===== src/rtl/pitch_scan_ctrl.sv =====
// Pitch-table sequencer: walks every voice/osc slot through the shared pitch datapath,
// waits out the pipeline latency and captures each result; note requests jump the queue.
module pitch_scan_ctrl #(
   parameter int VOICES   = 8,
   parameter int V_OSC    = 4,
   parameter int V_WIDTH  = 3,
   parameter int O_WIDTH  = 2,
   parameter int OE_WIDTH = 1,
   parameter int LAT      = 3,
   parameter int PW       = 24
) (
   input  logic                                  const_clk,
   input  logic                                  reset,
   input  logic                                  enable,
   input  logic                                  note_req,
   input  logic [V_WIDTH-1:0]                    note_voice,
   input  logic                                  cfg_write,
   input  logic [PW-1:0]                         pitch_in,
   output logic [V_WIDTH+O_WIDTH+OE_WIDTH-1:0]   xxxx,
   input  logic [V_WIDTH-1:0]                    rd_voice,
   input  logic [O_WIDTH-1:0]                    rd_osc,
   output logic [PW-1:0]                         rd_pitch,
   output logic                                  busy,
   output logic                                  scan_done,
   output logic                                  req_drop
);

   localparam logic [V_WIDTH-1:0] V_LAST = V_WIDTH'(VOICES - 1);
   localparam logic [O_WIDTH-1:0] O_LAST = O_WIDTH'(V_OSC - 1);
   localparam int                 CW     = (LAT > 1) ? $clog2(LAT) : 1;
   localparam logic [CW-1:0]      C_LOAD = CW'(LAT - 1);

   typedef enum logic [1:0] {S_IDLE, S_SETTLE, S_CAPT} state_t;

   state_t               r_state, w_state_nx;
   logic [CW-1:0]        r_cnt, w_cnt_nx;
   logic [V_WIDTH-1:0]   r_voice, w_voice_nx;
   logic [O_WIDTH-1:0]   r_osc, w_osc_nx;
   logic                 r_cur_pri, w_cur_pri_nx;
   logic [V_WIDTH-1:0]   r_bg_voice, w_bg_voice_nx;
   logic [O_WIDTH-1:0]   r_bg_osc, w_bg_osc_nx;
   logic                 r_pend_valid;
   logic [V_WIDTH-1:0]   r_pend_voice;
   logic                 r_scan_done, r_req_drop;
   logic                 w_consume, w_capt, w_wrap;
   logic [PW-1:0]        r_table [VOICES][V_OSC];

   always_ff @(posedge const_clk or posedge reset) begin
      if (reset) r_state <= S_IDLE;
      else       r_state <= w_state_nx;
   end

   always_comb begin
      w_state_nx    = r_state;
      w_cnt_nx      = r_cnt;
      w_voice_nx    = r_voice;
      w_osc_nx      = r_osc;
      w_cur_pri_nx  = r_cur_pri;
      w_bg_voice_nx = r_bg_voice;
      w_bg_osc_nx   = r_bg_osc;
      w_consume     = 1'b0;
      w_capt        = 1'b0;
      w_wrap        = 1'b0;
      case (r_state)
         S_IDLE: begin
            if (r_pend_valid) begin
               w_voice_nx   = r_pend_voice;
               w_osc_nx     = '0;
               w_cur_pri_nx = 1'b1;
               w_consume    = 1'b1;
               w_cnt_nx     = C_LOAD;
               w_state_nx   = S_SETTLE;
            end else if (enable) begin
               w_voice_nx   = r_bg_voice;
               w_osc_nx     = r_bg_osc;
               w_cur_pri_nx = 1'b0;
               w_cnt_nx     = C_LOAD;
               w_state_nx   = S_SETTLE;
            end
         end
         S_SETTLE: begin
            // a parameter write invalidates whatever is in flight, so the slot starts over
            if (cfg_write)          w_cnt_nx   = C_LOAD;
            else if (r_cnt == '0)   w_state_nx = S_CAPT;
            else                    w_cnt_nx   = r_cnt - 1'b1;
         end
         S_CAPT: begin
            w_capt     = 1'b1;
            w_cnt_nx   = C_LOAD;
            w_state_nx = S_SETTLE;
            if (!r_cur_pri) begin
               if (r_bg_osc == O_LAST) begin
                  w_bg_osc_nx = '0;
                  if (r_bg_voice == V_LAST) begin
                     w_bg_voice_nx = '0;
                     w_wrap        = 1'b1;
                  end else begin
                     w_bg_voice_nx = r_bg_voice + 1'b1;
                  end
               end else begin
                  w_bg_osc_nx = r_bg_osc + 1'b1;
               end
            end
            // re-request of the voice in progress restarts it; otherwise finish it first
            if (r_pend_valid && r_cur_pri && (r_pend_voice == r_voice)) begin
               w_osc_nx  = '0;
               w_consume = 1'b1;
            end else if (r_cur_pri && (r_osc != O_LAST)) begin
               w_osc_nx = r_osc + 1'b1;
            end else if (r_pend_valid) begin
               w_voice_nx   = r_pend_voice;
               w_osc_nx     = '0;
               w_cur_pri_nx = 1'b1;
               w_consume    = 1'b1;
            end else if (enable) begin
               w_voice_nx   = w_bg_voice_nx;
               w_osc_nx     = w_bg_osc_nx;
               w_cur_pri_nx = 1'b0;
            end else begin
               w_state_nx = S_IDLE;
            end
         end
         default: w_state_nx = S_IDLE;
      endcase
   end

   always_ff @(posedge const_clk or posedge reset) begin
      if (reset) begin
         r_cnt        <= '0;
         r_voice      <= '0;
         r_osc        <= '0;
         r_cur_pri    <= 1'b0;
         r_bg_voice   <= '0;
         r_bg_osc     <= '0;
         r_pend_valid <= 1'b0;
         r_pend_voice <= '0;
         r_scan_done  <= 1'b0;
         r_req_drop   <= 1'b0;
      end else begin
         r_cnt       <= w_cnt_nx;
         r_voice     <= w_voice_nx;
         r_osc       <= w_osc_nx;
         r_cur_pri   <= w_cur_pri_nx;
         r_bg_voice  <= w_bg_voice_nx;
         r_bg_osc    <= w_bg_osc_nx;
         r_scan_done <= w_wrap;
         r_req_drop  <= 1'b0;
         if (note_req) begin
            r_pend_valid <= 1'b1;
            r_pend_voice <= note_voice;
            r_req_drop   <= r_pend_valid && !w_consume;
         end else if (w_consume) begin
            r_pend_valid <= 1'b0;
         end
      end
   end

   always_ff @(posedge const_clk or posedge reset) begin
      if (reset) begin
         for (int unsigned v = 0; v < VOICES; v++)
            for (int unsigned o = 0; o < V_OSC; o++)
               r_table[v][o] <= '0;
      end else if (w_capt) begin
         r_table[r_voice][r_osc] <= pitch_in;
      end
   end

   assign xxxx      = {r_voice, r_osc, {OE_WIDTH{1'b0}}};
   assign rd_pitch  = r_table[rd_voice][rd_osc];
   assign busy      = (r_state != S_IDLE);
   assign scan_done = r_scan_done;
   assign req_drop  = r_req_drop;

endmodule

===== config.mk =====
export PLATFORM = sky130hd
export DESIGN_NAME = pitch_scan_ctrl
export DESIGN_NICKNAME = d
export VERILOG_FILES = /design/src/rtl/pitch_scan_ctrl.sv
export SDC_FILE = /design/constraint.sdc
export NUM_CORES = 1
export LEC_CHECK = 0
export BUFFER_PORTS_ARGS = -buffer_cell sky130_fd_sc_hd__clkbuf_2
export CORE_MARGIN = 4
export CORE_UTILIZATION = 30
export DETAILED_ROUTE_END_ITERATION = 10
export GPL_ROUTABILITY_DRIVEN = 0
export PLACE_DENSITY = 0.42
export SLEW_MARGIN = 20
export SYNTH_ARGS = -nofsm -noshare
export SYNTH_HDL_FRONTEND = slang
export SYNTH_SLANG_ARGS = --single-unit

===== constraint.sdc =====
create_clock -name const_clk -period 35.6 [get_ports const_clk]
set_clock_uncertainty 0.1 [all_clocks]
set_input_delay 3.56 -clock const_clk [delete_from_list [all_inputs] [get_ports const_clk]]
set_output_delay 3.56 -clock const_clk [all_outputs]
set_load 0.02 [all_outputs]

# Word level (Yosys, flattened, before mapping)
# Cells that the tools add are included.
# classes
addsub,4
order_cmp,6
eq_ne,14
muxes,61
bitwise,4
n_reduce_logical,18
# op_table
cell,n
$bwmux 768,1
$bmux 96 s3,1
$demux 96 s3,1
$mux 96,3
$mux 24,3
$bmux 24 s2,1
$demux 24 s2,1
$mux 2,16
$mux 3,9
$mux 1,19
$pmux 2 s3,2
$reduce_and 3->1,4
$ne 2x2->1 const B,5
$ne 3x3->1 const B,3
$ge 4x4->1 const B,2
$not 3->4,2
$ge 3x3->1 const B,2
$logic_and 1x1->1,6
$not 2->3,2
$pmux 3 s2,1
$reduce_bool 2->1,3
$ne 5x5->1 const B,1
$reduce_and 5->1,1
$add 2x1->2 const B,2
other kinds (13),16
# word_totals
register_bits,789
in_bits,37
output_inout_bits,33
wordCells,150

# Depth between registers and ports, before layout
# Gate-level depths: netlist (run 1).
# logic_depth
depth_word,9
depth_mapped,8
ltp_nobuf,7

# Least setup slack after synthesis (run 1)
# No wires, ideal clock.
# synth_timing
path_type,input to output
from,input port rd_voice[1]
to,output port rd_pitch[0]
t_arrival_ns,4.882
required_time_ns,31.940
path_slack_ns,27.058
path_stages,8
n_path_buf,4
cell_sequence,buf_2 buf_2 buf_2 buf_2 mux2i_1 nand2_1 nand3_1 nand3_1
# synth_via
elab_chain_cells,7
# synth_rtl
element,line_no,rtl
from (decl),20,"input logic [V_WIDTH-1:0] rd_voice,"
$not 3->4 (implied by the code),169,assign rd_pitch = r_table[rd_voice][rd_osc];
$bmux 96 s3,169,
$mux 96 (implied by the code) (2 in series),169,
$bmux 24 s2,169,
$mux 24 (implied by the code) (2 in series),169,
to (decl),22,"output logic [PW-1:0] rd_pitch,"
# Every way passes these cells. The select of a mux whose other input is x is not followed.

# Worst setup path in the final report (run 1)
# layout_timing
from,input port rd_voice[1]
to,output port rd_pitch[21]
# The elaborated chain is that of the path after synthesis.

==> results of run 1 <==
-- cell families after synthesis --
| kind of cell | after synthesis | share of synthesized area |
|---|---|---|
| compound gates | 237 | 0.0437 |
| buf+inv | 253 | 0.0355 |
| simple gates | 264 | 0.0378 |
| mux | 1162 | 0.343 |
| xor+xnor | 3 | 0.000715 |
| other cells | 1 | 0.000102 |
| flops | 789 | 0.537 |
| fa+ha+maj | 8 | 0.00272 |
-- layer usage --
metal | up-vias | global-route usage | share of wire
li1 | 9769 | - | -
met1 | 12000 | 0.249 | 0.48
met2 | 326 | 0.291 | 0.47
met3 | 137 | 0.0219 | 0.029
met4 | 4 | 0.0437 | 0.021
met5 | - | 0 | 0.00024
-- stage by stage --
step	hold slack, ps	cell area, µm²	power, mW	cells	setup WS, ps
after detailed placement	380	38400	1.38	4213	25090
after global routing	404	41600	2.45	4382	24910
final	390	41600	2.34	4382	25130
after floorplan	364	36800	1.29	2717	9790
after global placement	373	38400	1.36	4212	25110
after CTS	393	41600	2.38	4382	25080
-- placed cells by master (no fill, tap or decap), types with 11 or more instances in the layout --
cell,Yosys,routed
mux2_2,748,748
nand2_1,86,85
nand3_1,74,74
clkbuf_1,120,24
clkbuf_2,0,67
clkinv_2,0,12
nor2_4,0,17
dfrtp_1,789,789
a31oi_1,25,25
mux2i_1,386,386
clkbuf_16,0,97
a21oi_1,77,77
clkbuf_8,0,24
nor2_1,12,11
a22o_1,49,49
mux2_1,28,28
nor3_1,26,26
buf_4,43,41
a22oi_1,74,74
-- worst paths after layout --
kind | endpoint | slack, ps
max in group asynchronous | r_table[208] | 29390
worst min register to register | r_table[349] | 390
worst min-delay path | r_table[349] | 390
worst max-delay path | rd_pitch[21] | 25130
min in group asynchronous | r_table[68] | 2940
worst max register to register | r_table[135] | 32490
-- synth_stat cells (25+ instances only) --
cell type and instances:
a22o_1 49, nand3_1 74, mux2_2 748, buf_2 58, clkbuf_1 120, a22oi_1 74
mux2_1 28, dfrtp_1 789, a21oi_1 77, nor3_1 26, mux2i_1 386, a31oi_1 25
nand2_1 86, buf_4 43
-- registers in the layout (all words and copies together), names as in the netlist, 2 cells and up --
register and count:
r_table 768, r_bg_voice 3, r_pend_voice 3, r_voice 3, r_bg_osc 2, r_cnt 2, r_osc 2, r_state 2
-- cell type report --
cell class	count	area [µm²]
clock inverter	24	322
fill	11900	80100
tap	1625	2030
multi-input combinational	1675	15800
clock buffer	145	2850
sequential	789	19700
inverter	8	37.5
timing repair buffer	116	763
-- worst register-to-register path, stage by stage (launching register included) --
cell and delay [ps]:
dfrtp_1 440, nor2b_2 500, nand2_1 380, nor2_4 650
buf_4 510, mux2_2 410
-- power by group through the flow --
stage / Clock (mW) / Sequential, mW / Combinational [mW]
after floorplan: 0 / 1.06 / 0.232
after global placement: 0 / 1.07 / 0.294
after detailed placement: 0 / 1.08 / 0.302
after CTS: 1.01 / 1.06 / 0.303
after global routing: 1.05 / 1.07 / 0.330
final: 0.980 / 1.06 / 0.297
==> run_results.csv, run 1 <==
group,metric,value,unit
detailed_routing,ant_nets,0,
timing,hold_violations,0,
pwr,p_seq_frac,0.454,
pwr,power_density,56.2,nW/µm²
synthesis,yosys.area.top_type,"dfrtp_1",
critical_path,cp-startpoint,"rd_voice[1]",
clock_tree,cts-root-buf,"clkbuf_16",
timing,relSlewSlack,0.184,
synthesis,ys_warn_count,0,
critical_path,start_kind,"input pin",
clock_tree,h-tree-depth,3,
place,place_hpwl,61.2,mm
critical_path,cp_max_fo,91,
clock_tree,cts-resized-gates,0,
clock_tree,path_clk_slew,50,ps
synthesis,syn-instance-count,2717,
pwr,p_sw,0.609,mW
critical_path,crit_arrival,6810,ps
floorplanning,die_x,358,µm
synthesis,ys.flop_type,"dfrtp_1",
global_route,antenna_found_initial,7,
detailed_routing,vias,22300,
global_route,grt_pass1_wl,168,mm
floorplanning,initial_core_util,0.302,
synthesis,netlist_area,36800,µm²
pwr,p_int,1.73,mW
layout,drive_gt1_frac,0.383,
clock_tree,clkSinkCount,789,
critical_path,crit_required,31940,ps
synthesis,async_reset_ff_frac,1.00,
critical_path,r2r_start,"r_state[1]",
detailed_routing,wirelength,113,mm
critical_path,crit_cells,8,
floorplanning,die_height,358,µm
clock_tree,ctsHoldBuffers,0,
timing,period_needed,10470,ps
synthesis,avgSynthCellArea,13.5,µm²
critical_path,crit_type,"input pin to output port",
floorplanning,num_io_pins,70,
critical_path,path_delay_family,"buffers and inverters",
floorplanning,num_rows,128,
critical_path,critPathBufInv,3,
layout,final_core_util,0.342,
timing,max_freq,0.0955,GHz
timing,setup_viol,0,
floorplanning,coreArea,122000,µm²
clock_tree,clockBufferDepth,3,
layout,diodes,0,
detailed_routing,wire_per_inst,25.7,µm
critical_path,setup.worst_path.end_class,"output port",
hold_path,hold_path.class,"register to register",
pwr,max-vdd-ir-drop,0.0441,mV
timing,min_period_over_period,0.294,
global_route,overflow,0,
synthesis,syn_nets,2762,
clock_tree,cts_buffers,96,
layout,area_growth,13.1,%
pwr,combPwrFrac,0.127,
global_route,grt_max_degree,147,
floorplanning,die_area,128000,µm²
timing,tns,0,ps
clock_tree,clock_latency,660,ps
global_route,grt_use_total,0.177,
synthesis,netlist.area_leader.share,0.537,
synthesis,yosys_register_bits,789,
synthesis,synthTopCellsByArea,"dfrtp_1 (54%), mux2_2 (23%), mux2i_1 (11%)",
pwr,leakagePower,19.3,nW
detailed_routing,drc,0,
detailed_routing,drt_iter0_markers,1352,
timing,tightest_slew,1220,ps
hold_path,whs_path_depth,1,
detailed_routing,viasPerCell,5.08,
critical_path,r2r_cells,5,
critical_path,slowest_delay,960,ps
pwr,sw_frac_of_total,0.260,
hold_path,hold_start,"r_table[349]",
layout,finalNetCount,2731,
place,io_buffers,68,
clock_tree,cts_tree,"yes",
status,status,"finished, final reports clean",
pwr,clkPwrFrac,0.419,
critical_path,crit_path_cell_trace,"buf_8 > buf_4 > mux2i_1 > a22o_1 > nor3_1 > a31oi_1 > nand3_1 > clkbuf_2",
global_route,grt_pass1_vias,24100,
synthesis,yosysUniqueCellTypes,43,
synthesis,synth-edff-count,0,
flow_run,cap_viol_max_count,0,
clock_tree,cts_setup_buffers,0,
detailed_routing,firstDrtPassIters,5,
timing,rsz0062_at_grt,"false",
critical_path,crit_path_top_delay_cell,"buf_4",
synthesis,yosysSeqAreaShare,0.537,
timing,slew_viol_final,0,
Note: power is estimated with default switching activity, not from simulation.
==> inputs of run 2 (changes only) <==
--- a/config.mk
+++ b/config.mk
@@ -10,7 +10,7 @@
 export CORE_UTILIZATION = 30
 export DETAILED_ROUTE_END_ITERATION = 10
 export GPL_ROUTABILITY_DRIVEN = 0
-export PLACE_DENSITY = 0.42
+export PLACE_DENSITY = 0.44
 export SLEW_MARGIN = 20
 export SYNTH_ARGS = -nofsm -noshare
 export SYNTH_HDL_FRONTEND = slang
==> constraint.sdc (replaced) <==
create_clock -name const_clk -period 9.6 [get_ports const_clk]
set_clock_uncertainty 0.1 [all_clocks]
set_input_delay 0.96 -clock const_clk [delete_from_list [all_inputs] [get_ports const_clk]]
set_output_delay 0.96 -clock const_clk [all_outputs]
set_load 0.02 [all_outputs]
==> run 2 against run 1 <==
Non-clock buffer count shrank 2; setup slack lost 20000 ps; first-iteration DRC count grew 3.4%; worst hold slack lost 210 ps; clock power grew to 3.8 times the previous value; largest power group unchanged; critical endpoint is now rd_pitch[9]; total power grew to 3.7 times the previous value; via count grew 0.52%; critical path depth is the same.
==> run_results.csv, run 2 (synthesized netlist as in run 1, its figures left out) <==
group,metric,value,unit
detailed_routing,firstDrtPassIters,5,
critical_path,crit_type,"input pin to output port",
critical_path,start_kind,"input pin",
critical_path,crit_path_top_delay_cell,"buf_12",
detailed_routing,vias,22400,
hold_path,hold_path.class,"input pin to asynchronous set/reset pin",
floorplanning,num_rows,128,
pwr,p_int,6.45,mW
timing,max_freq,0.201,GHz
place,io_buffers,68,
timing,relSlewSlack,0.268,
layout,largest_register_ffs,768,
critical_path,crit_required,8540,ps
detailed_routing,wirelength,111,mm
layout,finalNetCount,2728,
layout,regMostFlops,"r_table",
critical_path,setup.worst_path.end_class,"output port",
critical_path,path_delay_family,"buffers and inverters",
critical_path,crit_path_cell_trace,"buf_8 > buf_12 > mux2i_1 > a22o_1 > nor3_1 > a31oi_1 > nand3_1 > clkbuf_2",
detailed_routing,ant_nets,0,
floorplanning,die_height,358,µm
timing,min_period_over_period,0.518,
place,place_hpwl,58.4,mm
clock_tree,h-tree-depth,3,
critical_path,critPathBufInv,3,
global_route,overflow,0,
detailed_routing,drt_iter0_markers,1398,
floorplanning,initial_core_util,0.302,
floorplanning,die_area,128000,µm²
clock_tree,ctsHoldBuffers,0,
layout,drive_gt1_frac,0.385,
layout,area_growth,13.3,%
clock_tree,clkSinkCount,789,
floorplanning,num_io_pins,70,
global_route,grt_pass1_wl,164,mm
critical_path,crit_arrival,3910,ps
global_route,antenna_found_initial,4,
critical_path,crit_cells,8,
status,status,"finished, final reports clean",
timing,period_needed,4970,ps
place,placed_cell_area,38400,µm²
layout,final_area,41700,µm²
critical_path,rr_endpoint,"r_table[53]",
timing,tightest_slew,1100,ps
floorplanning,die_x,358,µm
clock_tree,clockBufferDepth,3,
critical_path,cp_max_fo,123,
global_route,grt_pass1_vias,24000,
pwr,p_sw,2.27,mW
critical_path,cp-startpoint,"rd_voice[1]",
layout,final_common_cell,"dfrtp_1",
pwr,p_seq_frac,0.450,
pwr,power_density,209,nW/µm²
global_route,grt_use_total,0.173,
timing,slew_viol_final,0,
clock_tree,path_clk_slew,50,ps
global_route,grt_max_degree,170,
layout,final_cell_mix,"dfrtp_1 (789), mux2_2 (748), mux2i_1 (386)",
critical_path,r2r_start,"r_state[1]",
detailed_routing,drc,0,
pwr,combPwrFrac,0.126,
clock_tree,clock_latency,660,ps
timing,setup_viol,0,
pwr,clkPwrFrac,0.423,
timing,tns,0,ps
timing,rsz0062_at_grt,"false",
flow_run,cap_viol_max_count,0,
critical_path,crit_end,"rd_pitch[9]",
timing,whs,182,ps
clock_tree,cts_buffers,95,
pwr,sw_frac_of_total,0.260,
timing,hold_violations,0,
clock_tree,cts_setup_buffers,0,
critical_path,slowest_delay,750,ps
pwr,leakagePower,19.4,nW
critical_path,r2r_cells,5,
clock_tree,cts-root-buf,"clkbuf_16",
floorplanning,coreArea,122000,µm²
clock_tree,cts_tree,"yes",
clock_tree,cts-resized-gates,0,
pwr,max-vdd-ir-drop,0.124,mV
detailed_routing,viasPerCell,5.11,
critical_path,reg2reg_setup_slack,6560,ps
detailed_routing,wire_per_inst,25.3,µm
[run 2: cell types whose count changed in the layout (fill, tap and decap cells not counted), moves of 2 or more]
cell	change
clkinv_2	+5
buf_4	-3
bufinv_16	+3
clkinv_4	+2
clkbuf_8	-4
clkbuf_1	-6
clkinv_8	+2
buf_12	+2
buf_16	+2
buf_6	-3
[run 2: worst min-delay path by stage]
| stage | startpoint | endpoint | slack (ps) | depth (start not counted) |
|---|---|---|---|---|
| 4_1_cts | reset | r_table[420] | 140 | 2 |
| 6_report | reset | r_table[420] | 180 | 2 |
| 5_1_grt | reset | r_table[420] | 180 | 2 |
| 2_1_floorplan | r_table[322] | r_table[322] | 360 | 1 |
| 3_5_place_dp | r_table[767] | r_table[767] | 380 | 1 |
| 3_3_place_gp | r_table[323] | r_table[323] | 370 | 1 |
[run 2: power groups by stage]
| stage | sequential [mW] | combinational (mW) | clock (mW) |
|---|---|---|---|
| floorplan | 3.92 | 0.862 | 0 |
| finish | 3.93 | 1.10 | 3.69 |
| detailed placement | 3.98 | 1.12 | 0 |
| global route | 3.97 | 1.22 | 3.94 |
| global placement | 3.96 | 1.08 | 0 |
| CTS | 3.92 | 1.12 | 3.80 |
[run 2: per-stage QoR]
step	setup WS [ps]	power, mW	utilization	instances
floorplan	-2290	4.78	-	2717
global placement	4500	5.04	0.315	4209
global route	4420	9.13	0.342	4381
CTS	4510	8.84	0.342	4380
detailed placement	4510	5.10	0.316	4210
finish	4630	8.71	0.342	4382
[run 2: cell type report]
type | instances | area (µm²)
clock buffer | 134 | 2750
inverter | 8 | 33.8
fill | 11900 | 80000
timing repair buffer | 114 | 802
sequential | 789 | 19700
clock inverter | 36 | 477
multi-input combinational | 1675 | 15800
antenna | 1 | 2.50
tap | 1625 | 2030
[run 2: routing by layer]
layer  part of all wire  global-route usage  up-vias
met1               0.47               0.239    12000
li1                   -                   -     9768
met4              0.023              0.0494        2
met2               0.46               0.281      407
met3              0.039              0.0275      157
met5            0.00012                   0        -
